<file path="config.mk">
export PLATFORM = sky130hd
export DESIGN_NAME = seg7_scan_driver
export DESIGN_NICKNAME = d
export VERILOG_FILES = /design/src/rtl/seg7_pkg.sv /design/src/rtl/hex_to_segments.sv /design/src/rtl/seg7_scan_driver.sv
export SDC_FILE = /design/constraint.sdc
export NUM_CORES = 1
export LEC_CHECK = 0
export ABC_AREA = 0
export CAP_MARGIN = 20
export CORE_ASPECT_RATIO = 0.8
export CORE_UTILIZATION = 30
export DETAILED_ROUTE_END_ITERATION = 12
export GPL_ROUTABILITY_DRIVEN = 0
export MAX_ROUTING_LAYER = met4
export PLACE_DENSITY = 0.46
export REMOVE_ABC_BUFFERS = 1
export SLEW_MARGIN = 20
export SYNTH_ARGS = -nofsm -noshare
export SYNTH_HDL_FRONTEND = slang
export SYNTH_SLANG_ARGS = --single-unit
</file>
<file path="constraint.sdc">
create_clock -name i_clk -period 2.55 [get_ports i_clk]
set_input_delay 0.255 -clock i_clk [delete_from_list [all_inputs] [get_ports i_clk]]
set_output_delay 0.255 -clock i_clk [all_outputs]
set_load 0.1 [all_outputs]
</file>
<file path="src/rtl/seg7_pkg.sv">
// seg7_pkg
// Shared definitions for the multiplexed 7-segment driver:
//   - segment bit positions inside a 7-bit glyph (bit6 = a ... bit0 = g)
//   - 16-entry hex glyph table, active-high
//   - scan state enumeration
package seg7_pkg;

  localparam int SEG_A = 6;
  localparam int SEG_B = 5;
  localparam int SEG_C = 4;
  localparam int SEG_D = 3;
  localparam int SEG_E = 2;
  localparam int SEG_F = 1;
  localparam int SEG_G = 0;

  // 0-9, A, b, C, d, E, F
  localparam logic [6:0] GLYPH_ROM [16] = '{
    7'h7E, 7'h30, 7'h6D, 7'h79, 7'h33, 7'h5B, 7'h5F, 7'h70,
    7'h7F, 7'h7B, 7'h77, 7'h1F, 7'h4E, 7'h3D, 7'h4F, 7'h47
  };

  typedef enum logic [1:0] {
    OFF   = 2'd0,
    DRIVE = 2'd1,
    GAP   = 2'd2
  } scan_state_e;

endpackage

</file>
<file path="src/rtl/hex_to_segments.sv">
// hex_to_segments
// Combinational nibble to active-high 7-segment glyph (bit6 = a ... bit0 = g).
// Ports:
//   nibble_i  in  4  hex digit
//   glyph_o   out 7  active-high segment pattern
module hex_to_segments
  import seg7_pkg::*;
(
  input  logic [3:0] nibble_i,
  output logic [6:0] glyph_o
);

  assign glyph_o = GLYPH_ROM[nibble_i];

endmodule

</file>
<file path="src/rtl/seg7_scan_driver.sv">
// seg7_scan_driver
// Time-multiplexed driver for a NUM_DIGITS common-select 7-segment display.
// Each digit is driven for REFRESH_DIV clocks, followed by GAP_CYCLES all-off
// clocks to suppress ghosting. New values are captured into a shadow register
// and moved to the display register only at frame boundaries (or when the
// scan starts from OFF), so a frame never mixes two values.
//
// Optional feature: define LEADING_ZERO_BLANK_EN to blank leading zero digits
// (digit 0 is always shown; slot timing is unchanged).
//
// Ports:
//   i_clk         in   1            clock
//   i_rst_n       in   1            asynchronous active-low reset
//   i_value       in   4*NUM_DIGITS packed nibbles, digit 0 in bits [3:0]
//   i_load        in   1            capture strobe for i_value (no handshake;
//                                   every cycle with i_load=1 is a capture)
//   i_enable      in   1            0 = display dark, scan held in OFF
//   o_segments    out  7            registered segments, bit6 = a ... bit0 = g
//   o_digit_en    out  NUM_DIGITS   registered one-hot digit select
//   o_frame_done  out  1            one-cycle pulse at each frame boundary
module seg7_scan_driver
  import seg7_pkg::*;
#(
  parameter int NUM_DIGITS     = 4,
  parameter int REFRESH_DIV    = 25000,
  parameter int GAP_CYCLES     = 2,
  parameter bit SEG_ACTIVE_LOW = 1'b0,
  parameter bit DIG_ACTIVE_LOW = 1'b1
) (
  input  logic                    i_clk,
  input  logic                    i_rst_n,
  input  logic [4*NUM_DIGITS-1:0] i_value,
  input  logic                    i_load,
  input  logic                    i_enable,
  output logic [6:0]              o_segments,
  output logic [NUM_DIGITS-1:0]   o_digit_en,
  output logic                    o_frame_done
);

  localparam int IW   = (NUM_DIGITS > 1) ? $clog2(NUM_DIGITS) : 1;
  localparam int CMAX = (REFRESH_DIV > GAP_CYCLES) ? REFRESH_DIV : GAP_CYCLES;
  localparam int CW   = (CMAX > 1) ? $clog2(CMAX) : 1;

  localparam logic [IW-1:0]         LAST_IDX  = IW'(NUM_DIGITS - 1);
  localparam logic [CW-1:0]         DRIVE_END = CW'(REFRESH_DIV - 1);
  localparam logic [CW-1:0]         GAP_END   = CW'(GAP_CYCLES - 1);
  // Inactive levels; XOR with these converts active-high to pin polarity.
  localparam logic [6:0]            SEG_OFF   = {7{SEG_ACTIVE_LOW}};
  localparam logic [NUM_DIGITS-1:0] DIG_OFF   = {NUM_DIGITS{DIG_ACTIVE_LOW}};

  scan_state_e             state_q, state_d;
  logic [IW-1:0]           idx_q, idx_d;
  logic [CW-1:0]           cnt_q, cnt_d;
  logic                    pending_q, pending_d;
  logic [4*NUM_DIGITS-1:0] shadow_q, shadow_d;
  logic [4*NUM_DIGITS-1:0] disp_q, disp_d;
  logic [6:0]              seg_q, seg_d;
  logic [NUM_DIGITS-1:0]   dig_q, dig_d;
  logic                    frame_q, frame_d;

  logic                    boundary;   // GAP of last digit ends this cycle
  logic                    start;      // OFF -> DRIVE this cycle
  logic [3:0]              sel_nib;
  logic [6:0]              glyph;
  logic [NUM_DIGITS-1:0]   onehot;
  logic [NUM_DIGITS-1:0]   blank;
  logic                    show;

  // Scan sequencing
  always_comb begin
    state_d  = state_q;
    idx_d    = idx_q;
    cnt_d    = cnt_q;
    frame_d  = 1'b0;
    boundary = 1'b0;
    start    = 1'b0;
    if (!i_enable) begin
      state_d = OFF;
      idx_d   = '0;
      cnt_d   = '0;
    end else begin
      case (state_q)
        OFF: begin
          state_d = DRIVE;
          idx_d   = '0;
          cnt_d   = '0;
          start   = 1'b1;
        end
        DRIVE: begin
          if (cnt_q == DRIVE_END) begin
            state_d = GAP;
            cnt_d   = '0;
          end else begin
            cnt_d = cnt_q + 1'b1;
          end
        end
        GAP: begin
          if (cnt_q == GAP_END) begin
            state_d = DRIVE;
            cnt_d   = '0;
            if (idx_q == LAST_IDX) begin
              idx_d    = '0;
              boundary = 1'b1;
              frame_d  = 1'b1;
            end else begin
              idx_d = idx_q + 1'b1;
            end
          end else begin
            cnt_d = cnt_q + 1'b1;
          end
        end
        default: begin
          state_d = OFF;
          idx_d   = '0;
          cnt_d   = '0;
        end
      endcase
    end
  end

  // Load path: a load coinciding with a boundary bypasses the shadow so the
  // new value is not delayed by a whole frame.
  always_comb begin
    shadow_d  = shadow_q;
    pending_d = pending_q;
    disp_d    = disp_q;
    if (i_load) begin
      shadow_d  = i_value;
      pending_d = 1'b1;
    end
    if (boundary || start) begin
      if (i_load) begin
        disp_d    = i_value;
        pending_d = 1'b0;
      end else if (pending_q) begin
        disp_d    = shadow_q;
        pending_d = 1'b0;
      end
    end
  end

`ifdef LEADING_ZERO_BLANK_EN
  logic lz_run;
  // Walk from the top digit down; a digit is blank while everything above
  // it, and itself, is zero.
  always_comb begin
    blank  = '0;
    lz_run = 1'b1;
    for (int k = NUM_DIGITS - 1; k > 0; k--) begin
      lz_run   = lz_run && (disp_q[4*k +: 4] == 4'h0);
      blank[k] = lz_run;
    end
  end
`else
  assign blank = '0;
`endif

  assign sel_nib = disp_q[{idx_q, 2'b00} +: 4];
  assign onehot  = NUM_DIGITS'(1) << idx_q;

  hex_to_segments u_dec (
    .nibble_i (sel_nib),
    .glyph_o  (glyph)
  );

  // Segments and select come from the same state, so they change together.
  // Gating by i_enable darkens the outputs in the cycle after enable drops.
  assign show  = i_enable && (state_q == DRIVE) && !blank[idx_q];
  assign seg_d = show ? (glyph ^ SEG_OFF) : SEG_OFF;
  assign dig_d = show ? (onehot ^ DIG_OFF) : DIG_OFF;

  always_ff @(posedge i_clk or negedge i_rst_n) begin
    if (!i_rst_n) begin
      state_q   <= OFF;
      idx_q     <= '0;
      cnt_q     <= '0;
      pending_q <= 1'b0;
      shadow_q  <= '0;
      disp_q    <= '0;
      seg_q     <= SEG_OFF;
      dig_q     <= DIG_OFF;
      frame_q   <= 1'b0;
    end else begin
      state_q   <= state_d;
      idx_q     <= idx_d;
      cnt_q     <= cnt_d;
      pending_q <= pending_d;
      shadow_q  <= shadow_d;
      disp_q    <= disp_d;
      seg_q     <= seg_d;
      dig_q     <= dig_d;
      frame_q   <= frame_d;
    end
  end

  assign o_segments   = seg_q;
  assign o_digit_en   = dig_q;
  assign o_frame_done = frame_q;

endmodule

</file>
# ---- After elaboration in Yosys (flattened, before gate mapping)
# Memories as Yosys holds them, arrays and structs flattened.
# Index checks and enable logic that the tools add are counted.
dict set report totals {
  register_bits 64
  latch_bits 0
  mem_bits_rw 0
  rom_bits 112
  inputBits 20
  word_cells 65
  memories 1
}
# memory depth word_bits read_ports rd_clocked_by_memory_dff wr line_no
set memory_table {}
lappend memory_table {{(no name shown)} 16 7 1 0 0 hex_to_segments.sv:13} ;# assign glyph_o = GLYPH_ROM[nibble_i];
dict set report classes {
  add_sub_neg 2
  mul 0
  n_div 0
  magnitude_cmp 2
  eq_ne 8
  shifts 2
  mux 30
  n_bitwise 2
  n_reduce_logical 9
}
# cell n
set ops {}
lappend ops {{$mux 15} 3}
lappend ops {{$mux 16} 2}
lappend ops {{$pmux 15 s2} 1}
lappend ops {{$mux 7} 3}
lappend ops {{$shiftx 16x5->4} 1}
lappend ops {{$add 15x1->15 const B} 1}
lappend ops {{$eq 15x1->1 const B} 1}
lappend ops {{$eq 15x15->1 const B} 1}
lappend ops {{$mux 2} 6}
lappend ops {{$mux 1} 11}
lappend ops {{$ne 3x3->1 const B} 2}
lappend ops {{$pmux 2 s3} 1}
lappend ops {{$reduce_and 2->1} 3}
lappend ops {{$ge 5x5->1 const B} 1}
lappend ops {{$not 4->5} 1}
lappend ops {{$eq 2x2->1 const B} 2}
lappend ops {{$mux 4} 1}
lappend ops {{$not 4->4} 1}
lappend ops {{$pmux 2 s2} 1}
lappend ops {{$shl 1x2->4 const A} 1}
lappend ops {{$lt 2x3->1 const B} 1}
lappend ops {{$add 2x1->2 const B} 1}
lappend ops {{$bmux 1 s2} 1}
lappend ops {{$eq 2x1->1 const B} 1}
lappend ops {{other kinds (6)} 7}

# ---- Logic depth before layout (Yosys ltp)
# Gate-level depths: netlist of the first run.
dict set report logic_depth {
  word_depth 7
  ltp_mapped 10
  depth_no_buf 9
}

# ---- By module
# From an unflattened synthesis of the first run, not the netlist that was laid out.
dict set report hier_totals {
  cells_unflattened 244
  area_unflattened_um2 3100.5
}
# module instances cells_each area_per_inst_um2 seq_area_each_um2
set by_module_without_submodules {}
lappend by_module_without_submodules {seg7_scan_driver 1 211 2817.7 1606.5}
lappend by_module_without_submodules {hex_to_segments 1 33 282.8 0.0}

# ---- Least setup slack after synthesis of the first run
# Ideal clock, no wire load.
dict set report synth_path {
  path_type {reg2reg}
  start {reg idx_q[0]}
  end {reg seg_q[0], in the netlist o_segments[0]}
  setup_ns 0.104
  t_arrival_ns 1.969
  path_slack_ns 0.477
  stages_incl_launch_ff 9
  n_path_buf 1
  period_less_slack_ns 2.073
  cell_sequence {dfrtp_1 > buf_2 > mux2_2 > o21ai_0 > inv_1 > ha_1 > nand2_1 > o21ai_0 > a221oi_1}
}
dict set report synth_via {
  elab_chain_len 6
  word_cells_on_any_way 10
  cone_classes {shift: 1; mux: 5; bitwise: 1; reduce/logical: 2; memory: 1}
}
# element line_no
set synth_rtl {}
lappend synth_rtl {{start, declared} seg7_scan_driver.sv:52} ;# logic [IW-1:0] idx_q, idx_d;
lappend synth_rtl {{start signal, assigned} seg7_scan_driver.sv:185} ;# idx_q <= idx_d;
lappend synth_rtl {{$shiftx 16x5->4} seg7_scan_driver.sv:158} ;# assign sel_nib = disp_q[{idx_q, 2'b00} +: 4];
lappend synth_rtl {{$not 4->5 (not written as such)} hex_to_segments.sv:13}
lappend synth_rtl {{$mem_v2 16x7} n/a}
lappend synth_rtl {{$mux 7 (not written as such) (2 in a row)} hex_to_segments.sv:13}
lappend synth_rtl {{$mux 7 (*)} seg7_scan_driver.sv:169} ;# assign seg_d = show ? (glyph ^ SEG_OFF) : SEG_OFF;
lappend synth_rtl {{via seg_d[0]} seg7_scan_driver.sv:57} ;# logic [6:0] seg_q, seg_d;
lappend synth_rtl {{end signal, assigned} seg7_scan_driver.sv:190} ;# seg_q <= seg_d;
lappend synth_rtl {{end, declared} seg7_scan_driver.sv:57}
# Mark *: on every way through the listed nets, which the timed path passes. The rest lies on a longest branch. The select of a mux whose other input is x is not followed.
# A chain may end at the register's enable or synchronous reset.

# ---- Worst setup path after layout of the first run
dict set report layout_path {
  start {reg idx_q[0]}
  end {reg seg_q[1], in the netlist o_segments[1]}
}
# Same word-level chain as after synthesis.

==> results.md, run 1 <==
- Status: completed
- Starting density of the core: 0.313
- Mux cell area share after synthesis: 0.169
- Initial antenna violation count: 0
- Total clock sinks: 64
- Post-DRT Antenna Nets: 0
- Total CTS buffers: 9
- GRT overflow: 0
- Synth Cell Area: 3060 sq um
- Max-cap viol count: 0
- Total GRT Usage: 0.129
- Fill cells: 971
- Slew headroom: 0.583
- Ant diodes: 0
- Final Setup Violations: 0
- XOR/XNOR Fraction of Synth Area: 0.0372
- Critical path capture point type: flip-flop
- Number of DRC markers in iteration 0: 49
- Yosys warns: 0
- Die Wd: 115 um
- Worst r2r dst: o_segments[1]
- Skew-Pair Late Insertion Delay: 0.33 ns
- P per Cell Area: between 800 and 900 nW/um^2
- Worst clock skew: 0.00773 ns
- Leak Pwr: roughly 1.6 nW
- Wirelength, routed: 5800 um
- Fin. max-slew vios: 0
- Core Area: 9770 sq um
- Cts repair resizes: 0
- Fmax: roughly 0.45 GHz
- Final setup TNS: 0 ns
- Via count: 1942
- Worst EP required: around 2.8 ns
- Worst Hold Class: primary input to asynchronous set/reset pin
- Vias per cell: 4.54
- Synth Instances: 250
- Layout area overhead: 24.0%
- Worst R2R Setup Slack: 0.32 ns
- IO Pins: 32
- Largest family of logic cells by synthesized area: multiplexers
- CP Launch Type: flip-flop
- CTS tree: done
- CTS root buf: clkbuf_16
- Worst reg-to-reg path cell count: 8
- DRC: 0
- Die height: 92.4 um
- Endpoints failing hold: 0
- Vias in the first global route: 1944
- Max Root-Sink Buffers: 2
- Hold Slack: 0.484 ns
- Seq/Total Area, Yosys: 0.525
- Sequential share of power: 0.384
- Syn avg cell area: 12.2 sq um
- Clock slew at reported path FFs: 0.06 ns
- Reg-to-Reg Start: idx_q[0]
- Clock power frac: 0.389
- FF+latch count, synth: 64
- First-pass GRT wire length: 9920 um
- Wirelength per Cell: 13.6 um
- DR pass1 iterations: 5
- CP Max Fanout: 10
- Crit Path Category: flip-flop to flip-flop
- Fin crit share: 0.875
- Arrival time worst endpoint: 2.45 ns
- Comb pwr share: 0.228
- Adder-cell area share of the yosys netlist: 0.0654
- # nets final: ~320
- Int Power: 2.25 mW
- Worst-Margin Slew: 0.625 ns
- Post-synthesis compound-gate area fraction: 0.0515
- Share of cells above drive strength 1: 0.277
- Sw frac: 0.293
- Simple logic cell fraction of the synthesized area: 0.114
- Die footprint: 10600 sq um
- Cell variety after synth: 38
- Dpl hpwl: a little over 4000 um
- Net switching power: 932 uW
- Final min period: 2.23 ns
- Largest net degree at the start of global routing: 40
- IO Port Bufs: 31
- Worst ir drop on vdd: ~0.36 mV
- RSZ-0062 raised after global routing: false
- Rows: 32
- H-tree levels: 3
final cells by class:
| class | count | area [sq um] | share of cell area |
|---|---|---|---|
| Clock buffer | 10 | 239 | 0.0629 |
| Clock inverter | 6 | 67.6 | 0.0178 |
| Inverter | 9 | 33.8 | 0.00890 |
| Multi-Input combinational cell | 167 | 1340 | 0.353 |
| Sequential cell | 64 | 1610 | 0.423 |
| Tap cell | 136 | 170 | 0.0448 |
| Timing Repair Buffer | 36 | 340 | 0.0896 |
per-layer routing:
| metal | track usage | vias up | wire length [um] |
|---|---|---|---|
| li1 | - | 939 | - |
| met1 | 0.168 | 952 | 2870 |
| met2 | 0.182 | 40 | 2540 |
| met3 | 0.0445 | 11 | 286 |
| met4 | 0.0519 | 0 | 99 |
| met5 | - | - | 0 |
flip-flops by register name (all words and copies together), names as in the netlist:
signal        count
pending_q         1
shadow_q         16
cnt_q            15
o_digit_en        4
idx_q             2
o_frame_done      1
o_segments        7
state_q           2
disp_q           16
timing repair:
item / CTS / global route
hold buffers: 1 / 0
buffers inserted: 0 / 0
endpoints found under the hold margin: 22 / 0
setup endpoints to repair: 0 / 0
critical path, stage by stage (launching register included):
cell,delay [ns]
dfrtp_1,0.60
mux2_2,0.38
o21ai_0,0.22
buf_4,0.19
inv_1,0.09
ha_1,0.23
nand2_1,0.08
o21ai_0,0.09
a221oi_1,0.25
power by group through the flow:
stage | logic (mW) | clock network, mW | registers [mW]
2_1_floorplan | 0.386 | 0 | 1.36
3_3_place_gp | 0.720 | 0 | 1.24
3_5_place_dp | 0.734 | 0 | 1.24
4_1_cts | 0.737 | 1.28 | 1.22
5_1_grt | 0.789 | 1.33 | 1.24
6_report | 0.724 | 1.24 | 1.22
cells in the mapped netlist, drive strengths merged:
library cell  number  area, sq um
mux2i              3         30.0
or2                1         6.26
mux4               3         67.6
xnor2              4         35.0
buf                9         77.6
and3               1         7.51
xor2               9         78.8
mux2              34          420
o221a              1         11.3
nand2             19         71.3
nor3               3         15.0
nand4              5         37.5
a21oi              9         45.0
clkbuf             1         3.75
a21o               1         7.51
a22o               2         17.5
o41ai              1         8.76
nor2              30          113
ha                16          200
dfstp              4          105
a221oi             3         26.3
o21ai              6         33.8
and2               2         12.5
nand2b             1         6.26
nand3              8         40.0
inv                9         33.8
nor4b              1         15.0
and2b              1         7.51
nor4               2         18.8
dfrtp             60         1500
o31ai              1         7.51
logic make-up after synthesis:
family,count (synthesis)
AOI/OAI and AO/OA,24
adders and majority gates,16
buffers and inverters,19
xor gates and xnor gates,13
muxes,40
DFF,64
and+or+nand+nor,74
cells in the final DEF (no fill, tap or decap), drive strengths merged, types with 2 or more instances in the layout:
cell / n
dfrtp: 60
mux2: 34
nor2: 30
nand2: 19
clkdlybuf4s50: 18
buf: 17
ha: 16
inv: 10
clkbuf: 10
xor2: 9
a21oi: 9
nand3: 8
o21ai: 6
nand4: 5
xnor2: 4
dfstp: 4
mux2i: 3
nor3: 3
mux4: 3
a221oi: 3
and2: 2
a22o: 2
clkinvlp: 2
nor4: 2
clkinv: 2
per-stage QoR:
step / total power, mW / worst slack [ns] / util / cells / area [sq um]
2_1_floorplan: 1.75 / 0.382 / - / 240 / 2980
3_3_place_gp: 1.96 / 0.366 / 0.356 / 411 / 3480
3_5_place_dp: 1.97 / 0.278 / 0.356 / 411 / 3480
4_1_cts: 3.23 / 0.263 / 0.389 / 428 / 3800
5_1_grt: 3.36 / 0.0304 / 0.389 / 428 / 3800
6_report: 3.18 / 0.320 / 0.389 / 428 / 3800
worst max-delay path by stage:
| stage | end | depth (start not counted) | from | slack [ns] |
|---|---|---|---|---|
| finish | o_segments[1] | 8 | idx_q[0] | 0.32 |
| global route | o_segments[0] | 8 | idx_q[0] | 0.03 |
| CTS | o_segments[0] | 8 | idx_q[0] | 0.26 |
| detailed placement | o_segments[0] | 8 | idx_q[0] | 0.28 |
| global placement | o_segments[1] | 8 | idx_q[0] | 0.37 |
| floorplan | disp_q[0] | 7 | cnt_q[1] | 0.38 |
Power figures use the tool's default switching activity.
==> run 2, diff against run 1 <==
CORE_ASPECT_RATIO = 1.4   (was 0.8)
SKIP_CTS_REPAIR_TIMING = 1   (was default)
==> run 2 against run 1 <==
Effect of this change:
- the run now ends with hold timing left
- setup slack improved by 0.094 ns
- flip-flop and latch count unchanged
- combinational power decreased by 2%
- fmax increased by 4.4%
- clock-buffer cell count increased by 1
- die area about the same
- sequential share of layout area increased by 0.084 points
- design area decreased by 0.20%
- via count decreased by 1.3%
- hold slack got worse by 0.51 ns
==> results.md, run 2 (synthesis gave the netlist of run 1 again) <==
- Skew-Pair Late Insertion Delay: 0.33 ns (about the same)
- Fmax: 0.468 GHz (+4.4%)
- Die Wd: 87.4 um (-24%)
- Total GRT Usage: 0.129 (+0.000635)
- Dpl hpwl: 4260 um (+3.5%)
- Hold Slack: -0.0227 ns (-0.506 ns)
- CTS root buf: clkbuf_16
- Rows: 43 (+34%)
- Wirelength per Cell: 13.7 um (+1.3%)
- Ant diodes: 0 (unchanged)
- Die footprint: 10600 sq um (about the same)
- Pwr Total: 3.24 mW (+1.8%)
- Initial antenna violation count: 0 (unchanged)
- Critical path capture point type: flip-flop
- Fin crit share: 0.838 (-0.0369)
- Layout area overhead: 23.8%
- CP Max Fanout: 10 (unchanged)
- Commonest non-fill, non-tap cell in the layout: dfrtp_1
- Total clock sinks: 64 (unchanged)
- Endpoints failing hold: 29 (+29)
- Biggest regs: disp_q (16), shadow_q (16), cnt_q (15)
- Number of DRC markers in iteration 0: 59 (+20%)
- CTS tree: done
- Share of cells above drive strength 1: 0.275 (-0.00248)
- Fin. max-slew vios: 0 (unchanged)
- RSZ-0062 raised after global routing: false
- H-tree levels: 3 (unchanged)
- Post-DRT Antenna Nets: 0 (unchanged)
- Wirelength, routed: 5850 um (+0.84%)
- First-pass GRT wire length: 9960 um (+0.41%)
- Vias per cell: 4.50 (-0.88%)
- DR pass1 iterations: 4 (-1)
- Die height: 122 um (+32%)
- Violated checks: hold timing
- # nets final: 322 (-0.31%)
- IO Port Bufs: 31 (unchanged)
- Via count: 1916 (-1.3%)
- Leak Pwr: 1.62 nW (about the same)
- Max-cap viol count: 0 (unchanged)
- Worst EP required: 2.75 ns (-0.02 ns)
- Worst ir drop on vdd: 0.327 mV (-9.3%)
- Total CTS buffers: 9 (unchanged)
- Max Root-Sink Buffers: 2 (unchanged)
- Arrival time worst endpoint: 2.34 ns (-0.11 ns)
- CP Launch Type: flip-flop
- Status: complete, but fails checks
- Crit Path Category: flip-flop to flip-flop
- Core Area: 9900 sq um (+1.3%)
- Final setup TNS: 0 ns (unchanged)
- Worst-Margin Slew: 0.700 ns (+0.0748 ns)
- DRC: 0 (unchanged)
- Final min period: 2.14 ns (-0.0941 ns)
- Slew headroom: 0.533 (-0.0499)
- IO Pins: 32 (unchanged)
- GRT overflow: 0 (unchanged)
- Largest net degree at the start of global routing: 36 (-10%)
- Starting density of the core: 0.309 (-0.00412)
- P per Cell Area: 854 nW/um^2 (+2.0%)
- Clock slew at reported path FFs: 0.05 ns (about the same)
- Post-route core utilization: 0.383 (-0.00587)
- Final Setup Violations: 0 (unchanged)
- Worst clock skew: 0.00523 ns (-0.00249 ns)
- Vias in the first global route: 2014 (+3.6%)
- Most frequent cells in the layout: 60 x dfrtp_1, 30 x nor2_1, 24 x mux2_2
- Worst Hold Class: primary input to asynchronous set/reset pin
-- run 2: changes by cell type in the layout (fill, tap and decap cells not counted) --
cell and delta:
buf_4 +1, bufinv_16 +1, dlygate4sd3_1 -1, clkbuf_1 +1, inv_6 -1, clkinv_4 -1, buf_12 -1
-- run 2: per-stage QoR --
stage | cell area (sq um) | worst slack [ns] | cells
2_1_floorplan | 2980 | 0.382 | 240
3_3_place_gp | 3470 | 0.433 | 410
3_5_place_dp | 3470 | 0.391 | 410
4_1_cts | 3790 | 0.387 | 426
5_1_grt | 3790 | 0.189 | 426
6_report | 3790 | 0.414 | 426
-- run 2: worst paths after layout --
kind,startpoint,to,slack [ns],depth (start not counted)
worst max-delay path,idx_q[0],o_segments[3],0.41,7
worst min-delay path,i_rst_n,shadow_q[4],-0.02,1
worst max register to register,idx_q[0],o_segments[3],0.41,7
worst min register to register,cnt_q[0],cnt_q[0],0.49,1
max in group asynchronous,i_rst_n,o_digit_en[3],1.87,2
min in group i_clk,cnt_q[0],cnt_q[0],0.49,1
-- run 2: worst max-delay path, stage by stage, from the launching register on --
cell and delay [ns]:
dfrtp_1 0.59, mux4_2 0.62, inv_1 0.17, ha_1 0.25, nor2_1 0.14, a21oi_1 0.06, mux2i_1 0.14, nor2_1 0.05
-- run 2: final cells by class --
| class | instances | area, sq um |
|---|---|---|
| Sequential cell | 64 | 1610 |
| Clock inverter | 5 | 80.1 |
| Timing Repair Buffer | 35 | 318 |
| Clock buffer | 11 | 243 |
| Fill cell | 1020 | 6110 |
| Inverter | 9 | 33.8 |
| Tap cell | 135 | 169 |
| Multi-Input combinational cell | 167 | 1340 |
-- run 2: where the power goes --
group          total (mW)  switching, mW  leakage (nW)  internal (mW)
sequential           1.22         0.0646         0.801           1.16
combinational       0.706          0.406         0.664          0.300
clock                1.31          0.430         0.152          0.880
-- run 2: metal layers --
| metal | global-route usage | share of wire | up-vias |
|---|---|---|---|
| li1 | - | - | 930 |
| met1 | 0.143 | 0.41 | 947 |
| met2 | 0.219 | 0.53 | 31 |
| met3 | 0.0346 | 0.035 | 8 |
| met4 | 0.0533 | 0.016 | 0 |
| met5 | - | 0 | - |
